==> src/rtl/riscv_memarbiter.sv <==
// Purpose : arbitrates one shared memory port among data (0), fetch (1) and page walker (2).
// Latency : request sampled in cycle t gives a registered grant in t+1; back-to-back grants on memack.
// Backpressure: a grant is held until memack; losers keep requesting and age toward an override.
//
// Ports
//   i_riscv_arb_clk     clock, rising edge
//   i_riscv_arb_rst     synchronous active-high reset
//   i_riscv_arb_req     [2:0] per-requester request, held until its done pulse
//   i_riscv_arb_memack  one-cycle completion pulse from memory
//   o_riscv_arb_gnt     [2:0] registered one-hot grant, 000 when idle
//   o_riscv_arb_sel     [1:0] mux select, 11 = none
//   o_riscv_arb_memreq  registered memory request valid (= |gnt)
//   o_riscv_arb_done    [2:0] combinational completion = gnt & memack
//   o_riscv_arb_busy    high while a transaction is in flight
module riscv_memarbiter #(
    parameter int STARVE_LIMIT = 8,
    parameter int CNT_W        = 4
) (
    input  logic       i_riscv_arb_clk,
    input  logic       i_riscv_arb_rst,
    input  logic [2:0] i_riscv_arb_req,
    input  logic       i_riscv_arb_memack,
    output logic [2:0] o_riscv_arb_gnt,
    output logic [1:0] o_riscv_arb_sel,
    output logic       o_riscv_arb_memreq,
    output logic [2:0] o_riscv_arb_done,
    output logic       o_riscv_arb_busy
);

    typedef enum logic {
        IDLE = 1'b0,
        BUSY = 1'b1
    } state_t;

    localparam logic [CNT_W-1:0] LIMIT = CNT_W'(STARVE_LIMIT);
    localparam logic [CNT_W-1:0] ONE   = CNT_W'(1);

    state_t           state;
    state_t           state_nxt;
    logic [2:0]       gnt;
    logic [2:0]       gnt_nxt;
    logic [1:0]       sel;
    logic [1:0]       sel_nxt;
    logic             memreq;
    logic [CNT_W-1:0] age     [3];
    logic [CNT_W-1:0] age_nxt [3];

    logic [2:0]       elig;
    logic [2:0]       starved;
    logic             win_vld;
    logic [1:0]       win_idx;

    // Arbitration only happens when idle or when the current transaction
    // completes; the finishing requester is masked so that a still-high
    // req cannot immediately re-win its own slot.
    always_comb begin
        elig = 3'b000;
        if (state == IDLE) begin
            elig = i_riscv_arb_req;
        end else if (i_riscv_arb_memack) begin
            elig = i_riscv_arb_req & ~gnt;
        end

        for (int i = 0; i < 3; i++) begin
            starved[i] = elig[i] && (age[i] == LIMIT);
        end

        win_vld = |elig;
        win_idx = 2'd0;
        // Starved requesters pre-empt fixed priority; ties go to the lower index.
        if (starved[0])      win_idx = 2'd0;
        else if (starved[1]) win_idx = 2'd1;
        else if (starved[2]) win_idx = 2'd2;
        else if (elig[0])    win_idx = 2'd0;
        else if (elig[1])    win_idx = 2'd1;
        else if (elig[2])    win_idx = 2'd2;
    end

    // Next state / next grant.
    always_comb begin
        state_nxt = state;
        gnt_nxt   = gnt;
        sel_nxt   = sel;
        if (win_vld) begin
            state_nxt = BUSY;
            gnt_nxt   = 3'b001 << win_idx;
            sel_nxt   = win_idx;
        end else if (state == BUSY && i_riscv_arb_memack) begin
            state_nxt = IDLE;
            gnt_nxt   = 3'b000;
            sel_nxt   = 2'b11;
        end
    end

    // Age counters: winner clears, waiting requester counts up (saturating),
    // an idle requester clears; a granted requester holds (already zero).
    always_comb begin
        for (int i = 0; i < 3; i++) begin
            age_nxt[i] = age[i];
            if (win_vld && win_idx == 2'(i)) begin
                age_nxt[i] = '0;
            end else if (i_riscv_arb_req[i] && !gnt[i]) begin
                if (age[i] != LIMIT) begin
                    age_nxt[i] = age[i] + ONE;
                end
            end else if (!i_riscv_arb_req[i]) begin
                age_nxt[i] = '0;
            end
        end
    end

    always_ff @(posedge i_riscv_arb_clk) begin
        if (i_riscv_arb_rst) begin
            state  <= IDLE;
            gnt    <= 3'b000;
            sel    <= 2'b11;
            memreq <= 1'b0;
            for (int i = 0; i < 3; i++) begin
                age[i] <= '0;
            end
        end else begin
            state  <= state_nxt;
            gnt    <= gnt_nxt;
            sel    <= sel_nxt;
            memreq <= |gnt_nxt;
            for (int i = 0; i < 3; i++) begin
                age[i] <= age_nxt[i];
            end
        end
    end

    assign o_riscv_arb_gnt    = gnt;
    assign o_riscv_arb_sel    = sel;
    assign o_riscv_arb_memreq = memreq;
    assign o_riscv_arb_done   = gnt & {3{i_riscv_arb_memack}};
    assign o_riscv_arb_busy   = (state == BUSY);

endmodule

==> config.mk <==
export PLATFORM = sky130hd
export DESIGN_NAME = riscv_memarbiter
export DESIGN_NICKNAME = d
export VERILOG_FILES = /design/src/rtl/riscv_memarbiter.sv
export SDC_FILE = /design/constraint.sdc
export NUM_CORES = 1
export LEC_CHECK = 0
export BUFFER_PORTS_ARGS = -buffer_cell sky130_fd_sc_hd__buf_2
export CAP_MARGIN = 10
export CORE_MARGIN = 2
export CORE_UTILIZATION = 38
export DETAILED_ROUTE_END_ITERATION = 10
export PLACE_DENSITY = 0.59
export RECOVER_POWER = 50
export SLEW_MARGIN = 20
export SYNTH_ARGS = -nofsm -noshare
export SYNTH_HDL_FRONTEND = slang
export SYNTH_SLANG_ARGS = --single-unit
==> constraint.sdc <==
create_clock -name i_riscv_arb_clk -period 1.7 [get_ports i_riscv_arb_clk]
set_input_delay 0.085 -clock i_riscv_arb_clk [delete_from_list [all_inputs] [get_ports i_riscv_arb_clk]]
set_output_delay 0.085 -clock i_riscv_arb_clk [all_outputs]
set_load 0.05 [all_outputs]
==> results of run 1 <==
how the worst max path moves through the flow:
stage | start | end | cells after the start
after detailed placement | age[0][8] | age[0][1] | 6
after CTS | age[0][4] | age[0][4] | 6
after floorplan | age[0][4] | age[0][1] | 6
after global placement | age[0][8] | age[0][1] | 6
final | age[0][8] | age[0][2] | 6
after global routing | age[0][4] | age[0][2] | 6
sequential cells by signal (all words and copies together), names as in the netlist:
| register | flops |
|---|---|
| o_riscv_arb_memreq | 1 |
| o_riscv_arb_gnt | 3 |
| o_riscv_arb_busy | 1 |
| age | 12 |
| o_riscv_arb_sel | 2 |
layout by cell type (no fill, tap or decap), types with 4 or more instances in the layout:
master / synthesis / routed
xnor2_1: 6 / 6
nor2_1: 8 / 8
clkbuf_1: 1 / 9
and4_1: 5 / 5
a21oi_1: 5 / 5
buf_4: 0 / 23
nand3_1: 4 / 4
nand2_1: 5 / 5
buf_2: 3 / 6
inv_1: 10 / 6
nor2b_1: 4 / 4
dfxtp_2: 0 / 9
dfxtp_1: 19 / 10
inv_2: 0 / 4
ha_1: 6 / 4
worst max-delay path, stage by stage, from the launching register on:
cell and delay [ps]:
dfxtp_2 350, inv_2 70, ha_4 130, nand3b_1 120, a2111o_1 430, a32oi_2 370
a211oi_1 130
area by class of cell:
type | count | share of cell area (%)
repair buffers | 38 | 16.0
clock buffers | 3 | 1.52
clock inverters | 1 | 0.507
well taps | 31 | 2.62
flip-flops and latches | 19 | 26.4
inverters | 10 | 2.53
multi-input cells | 92 | 50.4
kinds of logic after synthesis:
group / synth area share, %
muxes: 0.988
adders and majority gates: 6.59
AOI/OAI and AO/OA: 21.5
xor gates and xnor gates: 6.92
buffers and inverters: 4.94
and+or+nand+nor: 25.7
DFF: 33.4
timing repair:
item	in CTS	in global routing
setup endpoints to repair	7	13
buffers inserted	5	3
resized for setup	11	6
pin swaps	7	4
through the flow:
step	setup TNS (ps)	setup WS, ps
CTS	0	5.30
finish	-32.5	-15.5
floorplan	0	14.4
global route	-376	-68.0
detailed placement	-68.0	-37.2
global placement	0	21.2
metal layers:
| metal | GRT usage, % | part of all wire [%] | wire, um |
|---|---|---|---|
| met5 | 0 | 0 | 0 |
| met2 | 30.2 | 47 | 1350 |
| met1 | 22.8 | 48 | 1350 |
| met3 | 5.71 | 3.3 | 93 |
| met4 | 5.52 | 1.6 | 45 |
power breakdown:
group          leakage [uW]  switching, uW  total [uW]  internal [uW]
Sequential         0.000159           27.9         499            471
Clock             0.0000139            161         251           90.0
Combinational      0.000415            181         290            109
==> summary.txt, run 1 <==
Finish-stage setup viols - 4
Crit Path Max Fanout - 5
drt first pass iters - 7
core area - 2810 um2
Antenna diodes - 0
Peak VDD IR - 385 uV
predominant post-synthesis flop cell - dfxtp_1
Setup WS post-layout - -15.5 ps
worst hold path type - input pin to flop
Hold EP - o_riscv_arb_gnt[1]
CTS max path bufs - 2
Placed Area - 1350 um2
FP Rows - 19
Area Overhead vs Synth - 30.0%
Layout Cells excl Fill - 194
Initial Util - 40.6%
RSZ-0062 raised after global routing - true
Leakage Power - 0.000587 uW
Least-Margin Pin Slew - 612 ps
Synth area leaders - dfxtp_1 (33%), ha_1 (6.6%), xnor2_1 (4.6%)
Overflow after GRT - 0
# hold bufs at CTS - 0
Ports - 16
top cell type's share of synthesized area - 33.4%
number of fill cells in the layout - 268
Routed Wire Length - 2830 um
r2r worst-path depth - 6
CTS Buf Count - 3
Placer Congestion - 0.879
vias per cell - 5.52
Port Buffers - 15
clock latency on the worst-skew pair - 320 ps
crit path DAT - 1920 ps
Period minus WS final - 1720 ps
drt drc - 1
maximum clock frequency - 583 MHz
die area - 3450 um2
# clock sinks - 19
fin area - 1480 um2
DR vias - 1071
area of the mapped netlist - 1140 um2
EDFF count, synth - 0
antenna violations before repair - 0
vias in the first global route - 1070
Pwr Density - 702 nW/um2
WL per Instance - 14.6 um
Die W - 58.8 um
final hold slack - 22.0 ps
Setup Skew - 6.14 ps
crit path launch type - flop
Seq cells post-synth - 19
share of post-route cells with drive strength above 1 - 35.0%
status - finished, violations left
top-count cell post-synth - dfxtp_1
Design Power - 1040 uW
Util after Layout - 52.8%
pin count of the biggest net entering global routing - 13
Mapped Nets - 137
Req. time, crit path - 1900 ps
first-pass GRT wire length - 4770 um
Die Ht - 58.8 um
mean post-synth cell area - 9.12 um2
ys async rst share - 0%
sequential share of the synthesized area - 33.4%
max_cap viols - 0
Synth area leader - dfxtp_1
Total GRT Usage - 18.3%
Post-Synthesis Cells - 125
number of nets in the layout - 176
Worst R2R Setup Slack - -20 ps
critical path class - flop to flop
failing checks - DRC, setup timing
top cells by count, synth - dfxtp_1 (19), inv_1 (10), nor2_1 (8), ha_1 (6), xnor2_1 (6)
Initial DRC Count - 38
CTS tree - built
HPWL after DPL - 2000 um
CTS Root Cell - clkbuf_4
synthesis warning total - 0
CTS H-tree depth - 1
post-route ant nets - 0
multi-input logic area - 747 um2
register area - 392 um2
Hold Path Cell Cnt - 2
reg2reg start - age[0][8]
Hold Path Origin - i_riscv_arb_rst
Reg clk slew, reported paths - 120 ps
Final Hold Viols - 0
reg2reg end - age[0][2]
relative slew slack - 59.4%
distinct cell type count after synthesis - 43
Setup crit end kind - flop
Slew Limit Fails - 0
period utilisation layout - 101%
placed cell count - 182
Note: power is estimated with default switching activity, not from simulation.
==> run 2: changes to the inputs <==
--- a/config.mk
+++ b/config.mk
@@ -12,6 +12,8 @@
 export DETAILED_ROUTE_END_ITERATION = 10
 export PLACE_DENSITY = 0.59
 export RECOVER_POWER = 50
+export REMOVE_ABC_BUFFERS = 1
+export SKIP_LAST_GASP = 1
 export SLEW_MARGIN = 20
 export SYNTH_ARGS = -nofsm -noshare
 export SYNTH_HDL_FRONTEND = slang
==> run 2 against run 1 <==
- largest power group unchanged
- critical endpoint is now age[0][1]
- sequential share of layout area up 0.71 points
- first-iteration DRC count down 37%
- via count down 3.2%
- flip-flop and latch count unchanged
- the run ends with setup timing left
==> summary.txt, run 2 (same netlist as run 1, synthesis figures left out) <==
Final Hold Viols - 0 (unchanged)
Worst R2R Setup Slack - -50 ps (was -20 ps)
reg2reg start - age[0][8] (unchanged)
reg2reg end - age[0][1] (was age[0][2])
Area Overhead vs Synth - 24.1% (was 30.0%)
Antenna diodes - 0 (unchanged)
Initial DRC Count - 24 (was 38)
r2r worst-path depth - 6 (unchanged)
antenna violations before repair - 0 (unchanged)
critical path class - flop to flop (unchanged)
Util after Layout - 50.4% (was 52.8%)
Crit Path Max Fanout - 5 (unchanged)
final hold slack - 35.8 ps (was 22.0 ps)
number of nets in the layout - 171 (was 176)
most frequent cells in the layout - buf_4 (18), dfxtp_1 (16) (was buf_4 (23), dfxtp_1 (10), dfxtp_2 (9), clkbuf_1 (9), nor2_1 (8))
# clock sinks - 19 (unchanged)
CTS max path bufs - 2 (unchanged)
Leakage Power - 0.000570 uW (was 0.000587 uW)
RSZ-0062 raised after global routing - true (unchanged)
Req. time, crit path - 1880 ps (was 1900 ps)
Placer Congestion - 0.878 (was 0.879)
period utilisation layout - 103% (was 101%)
worst hold path type - input pin to flop (unchanged)
end point of the critical path - age[0][1] (was age[0][2])
core area - 2810 um2 (unchanged)
max reg flops - 12 (unchanged)
Overflow after GRT - 0 (unchanged)
first-pass GRT wire length - 4260 um (was 4770 um)
clock latency on the worst-skew pair - 310 ps (was 320 ps)
Routed Wire Length - 2650 um (was 2830 um)
Reg clk slew, reported paths - 110 ps (was 120 ps)
pin count of the biggest net entering global routing - 12 (was 13)
share of post-route cells with drive strength above 1 - 25.3% (was 35.0%)
Slew Limit Fails - 0 (unchanged)
CTS Root Cell - clkbuf_4 (unchanged)
Finish-stage setup viols - 9 (was 4)
Ports - 16 (unchanged)
vias in the first global route - 1000 (was 1070)
vias per cell - 5.49 (was 5.52)
WL per Instance - 14.0 um (was 14.6 um)
CTS H-tree depth - 1 (unchanged)
HPWL after DPL - 2040 um (was 2000 um)
crit path DAT - 1930 ps (was 1920 ps)
crit path launch type - flop (unchanged)
DR vias - 1037 (was 1071)
status - finished, violations left (unchanged)
Pwr Density - 718 nW/um2 (was 702 nW/um2)
drt first pass iters - 4 (was 7)
Initial Util - 40.6% (unchanged)
Period minus WS final - 1750 ps (was 1720 ps)
Total GRT Usage - 16.1% (was 18.3%)
CTS tree - built (unchanged)
commonest non-fill, non-tap cell in the layout - buf_4 (unchanged)
Peak VDD IR - 389 uV (was 385 uV)
Setup Buffers After CTS - 0 (was 5)
Die Ht - 58.8 um (unchanged)
Port Buffers - 15 (unchanged)
Critical Path Start - age[0][8] (unchanged)
die area - 3450 um2 (unchanged)
drt drc - 0 (was 1)
Top reg by flops - age (unchanged)
Setup crit end kind - flop (unchanged)
maximum clock frequency - 573 MHz (was 583 MHz)
Setup WS post-layout - -45.3 ps (was -15.5 ps)
FP Rows - 19 (unchanged)
Setup Skew - 6.72 ps (was 6.14 ps)
max_cap viols - 0 (unchanged)
CTS Buf Count - 3 (unchanged)
post-route ant nets - 0 (unchanged)
pre-CTS WS - -50.8 ps (was -37.2 ps)
failing checks - setup timing (was DRC, setup timing)
Least-Margin Pin Slew - 594 ps (was 612 ps)
relative slew slack - 60.5% (was 59.4%)
Die W - 58.8 um (unchanged)
run 2: cell count changes in the layout (fill, tap and decap cells not counted), moves of 2 or more:
cell,before,now
inv_2,4,2
buf_4,23,18
inv_1,6,8
dfxtp_1,10,16
buf_2,6,8
dfxtp_2,9,3
run 2: where the power goes:
group	switching (uW)	internal (uW)
Sequential	19.2	469
Clock	144	91.7
Combinational	183	109
Total	346	670
run 2: worst min-delay path by stage:
stage | from | endpoint | slack, ps | depth (start not counted)
floorplan | i_riscv_arb_rst | o_riscv_arb_busy | 150 | 1
global placement | i_riscv_arb_rst | o_riscv_arb_gnt[2] | 370 | 2
detailed placement | i_riscv_arb_rst | o_riscv_arb_busy | 370 | 2
CTS | i_riscv_arb_rst | o_riscv_arb_memreq | 30 | 2
global route | i_riscv_arb_rst | o_riscv_arb_gnt[1] | 30 | 2
finish | i_riscv_arb_rst | o_riscv_arb_gnt[2] | 40 | 2
run 2: timing repair:
item                       CTS  global route
hold buffers                 0             0
setup endpoints to repair    9             9
pin swaps                    6             0
gates resized for setup      7             1
run 2: cell type report:
class                      count  area [um2]
fill                         286        1390
sequential                    19         384
multi-input combinational     92         727
clock buffer                   4        26.3
timing repair buffer          33         201
inverter                      10        37.5
tap                           31        38.8
run 2: worst max-delay path: stages (launching register included):
cell,delay (ps)
dfxtp_2,340
inv_2,70
ha_4,130
nand3b_1,140
a2111o_1,510
a32oi_4,320
a221oi_1,120
run 2: per-layer routing:
metal	track usage (%)	up-vias	wire, um
met5	0	-	0
met4	5.52	0	41
met3	4.84	7	85
met2	27.8	15	1300
met1	18.9	483	1220
li1	-	532	-
run 2: stage by stage:
step           instance area [um2]  TNS [ps]  std cells  power, uW
2_1_floorplan                 1120     -1580        121        683
3_3_place_gp                  1370         0        185        779
3_5_place_dp                  1370      -213        185        784
4_1_cts                       1410      -158        189       1030
5_1_grt                       1420     -1010        189       1070
6_report                      1420      -245        189       1020
==> run 3: changes to the inputs <==
--- a/config.mk
+++ b/config.mk
@@ -10,6 +10,7 @@
 export CORE_MARGIN = 2
 export CORE_UTILIZATION = 38
 export DETAILED_ROUTE_END_ITERATION = 10
+export MAX_ROUTING_LAYER = met4
 export PLACE_DENSITY = 0.59
 export RECOVER_POWER = 50
 export REMOVE_ABC_BUFFERS = 1
==> run 3 against run 2 <==
- largest power group unchanged
- worst setup slack gained 74 ps
- sequential power increased by 0.8%
- critical path type unchanged
- via count is 1.5% higher
- non-clock buffer count rose by 2
- flip-flop and latch count is the same
- the run now ends clean
- register-to-register slack improved by 70 ps
==> summary.txt, run 3 (same netlist as run 1, synthesis figures left out) <==
clock latency on the worst-skew pair - 300 ps (was 310 ps)
HPWL after DPL - 2000 um (was 2040 um)
Sw Pwr - 346 uW (about the same)
Initial Util - 40.6% (unchanged)
Placer Congestion - 0.852 (was 0.878)
Logic pwr share - 28.6% (was 28.8%)
CTS tree - built (unchanged)
Area Overhead vs Synth - 26.2% (was 24.1%)
Hold Path Cell Cnt - 2 (unchanged)
vias per cell - 5.51 (was 5.49)
max_cap viols - 0 (unchanged)
Util after Layout - 51.3% (was 50.4%)
Total Negative Setup Slacks - 0 ps (was -245 ps)
Routed Wire Length - 2520 um (was 2650 um)
commonest non-fill, non-tap cell in the layout - buf_4 (unchanged)
Hold EP - o_riscv_arb_gnt[1] (was o_riscv_arb_gnt[2])
CTS Buf Count - 3 (unchanged)
Peak VDD IR - 435 uV (was 389 uV)
relative slew slack - 60.7% (was 60.5%)
Top reg by flops - age (unchanged)
antenna violations before repair - 0 (unchanged)
maximum clock frequency - 598 MHz (was 573 MHz)
power share of the sequential group - 48.5% (was 48.0%)
status - completed (was finished, violations left)
Die W - 58.8 um (unchanged)
share of post-route cells with drive strength above 1 - 28.1% (was 25.3%)
Setup crit end kind - flop (unchanged)
global route hottest layer - met2 (unchanged)
reg2reg end - age[0][4] (was age[0][1])
DR vias - 1053 (was 1037)
worst hold path type - input pin to flop (unchanged)
Leakage Power - 0.000579 uW (was 0.000570 uW)
Reg clk slew, reported paths - 110 ps (about the same)
Clk pwr share - 22.8% (was 23.2%)
first-pass GRT wire length - 4110 um (was 4260 um)
Worst R2R Setup Slack - 30 ps (was -50 ps)
crit path launch type - flop (unchanged)
Antenna diodes - 0 (unchanged)
CTS max path bufs - 2 (unchanged)
Crit Path Max Fanout - 4 (was 5)
Least-Margin Pin Slew - 592 ps (was 594 ps)
Period minus WS final - 1670 ps (was 1750 ps)
drt drc - 0 (unchanged)
number of nets in the layout - 173 (was 171)
CTS Root Cell - clkbuf_4 (unchanged)
critical path class - flop to flop (unchanged)
WL per Instance - 13.2 um (was 14.0 um)
Finish-stage setup viols - 0 (was 9)
grt met2 use - 25.7% (was 27.8%)
Slew Limit Fails - 0 (unchanged)
Port Buffers - 15 (unchanged)
Hold Path Origin - i_riscv_arb_rst (unchanged)
post-route ant nets - 0 (unchanged)
r2r worst-path depth - 6 (unchanged)
Ports - 16 (unchanged)
pre-CTS WS - -25.5 ps (was -50.8 ps)
Setup WS post-layout - 28.8 ps (was -45.3 ps)
pin count of the biggest net entering global routing - 12 (unchanged)
max reg flops - 12 (unchanged)
Initial DRC Count - 22 (was 24)
# hold bufs at CTS - 0 (unchanged)
FP Rows - 19 (unchanged)
Total GRT Usage - 16.3% (was 16.1%)
Final Hold Viols - 0 (unchanged)
core area - 2810 um2 (unchanged)
Overflow after GRT - 0 (unchanged)
# clock sinks - 19 (unchanged)
GR Util met1 - 19.0% (was 18.9%)
most frequent cells in the layout - buf_4 (20), dfxtp_1 (14), inv_1 (8), nor2_1 (8), clkbuf_1 (8) (was buf_4 (18), dfxtp_1 (16))
reg2reg start - age[0][9] (was age[0][8])
die area - 3450 um2 (unchanged)
period utilisation layout - 98.3% (was 103%)
RSZ-0062 raised after global routing - true (unchanged)
Req. time, crit path - 1940 ps (was 1880 ps)
number of fill cells in the layout - 277 (was 286)
vias in the first global route - 949 (was 1000)
crit path DAT - 1910 ps (was 1930 ps)
drt first pass iters - 4 (unchanged)
met3 Resource Use GR - 3.08% (was 4.84%)
Pwr Density - 704 nW/um2 (was 718 nW/um2)
Setup Skew - 4.37 ps (was 6.72 ps)
Switching Share - 34.2% (was 34.1%)
Die Ht - 58.8 um (unchanged)
CTS H-tree depth - 1 (unchanged)
Internal - 667 uW (was 670 uW)
-- run 3: changes by cell type in the layout (fill, tap and decap cells not counted) --
cell	delta
buf_4	+2
o221ai_1	-1
dfxtp_2	+2
o221ai_2	+1
dfxtp_1	-2
buf_2	-1
clkinv_2	+1
-- run 3: how the worst max path moves through the flow --
stage	from	endpoint	slack, ps	depth (start not counted)
floorplan	o_riscv_arb_busy	age[0][1]	-200	4
global placement	age[0][4]	age[0][1]	20	6
detailed placement	age[0][4]	age[0][1]	-30	6
CTS	age[0][9]	age[0][1]	-7	6
global route	age[0][0]	age[0][1]	-70	7
finish	age[0][9]	age[0][4]	30	6
-- run 3: area by class of cell --
type / count / area [um2] / share of cell area [%]
multi-input cells: 92 / 733 / 51.0
flip-flops and latches: 19 / 387 / 26.9
repair buffers: 35 / 215 / 15.0
well taps: 31 / 38.8 / 2.70
inverters: 10 / 37.5 / 2.61
clock buffers: 3 / 22.5 / 1.57
clock inverters: 1 / 5.00 / 0.348
-- run 3: timing repair --
action | 4_1_cts | 5_1_grt
endpoints found under the setup margin | 10 | 14
gates resized for setup | 7 | 4
pin swaps | 5 | 3
setup buffers | 1 | 1
-- run 3: metal layers --
| metal | routed length (um) | share of wire (%) |
|---|---|---|
| met1 | 1160 | 46 |
| met2 | 1200 | 48 |
| met3 | 75 | 3.0 |
| met4 | 78 | 3.1 |
| met5 | 0 | 0 |
-- run 3: power groups by stage --
stage          Clock (uW)  Combinational [uW]  Sequential [uW]
2_1_floorplan           0                 126              556
3_3_place_gp            0                 279              499
3_5_place_dp            0                 284              500
4_1_cts               239                 288              491
5_1_grt               260                 316              496
6_report              232                 290              492
-- run 3: per-stage QoR --
stage,std cells,power (uW),area (um2),hold slack [ps]
finish,191,1010,1440,46.9
global route,191,1070,1440,52.1
CTS,190,1020,1420,30.4
detailed placement,185,784,1370,362
floorplan,121,683,1120,154
global placement,185,778,1370,365
-- run 3: worst max-delay path, cell delays in order, from the launching register on --
cell      delay (ps)
dfxtp_2          340
inv_2             60
ha_4             130
nand3b_1         110
a2111o_1         490
a311o_1          350
nor2_1           120
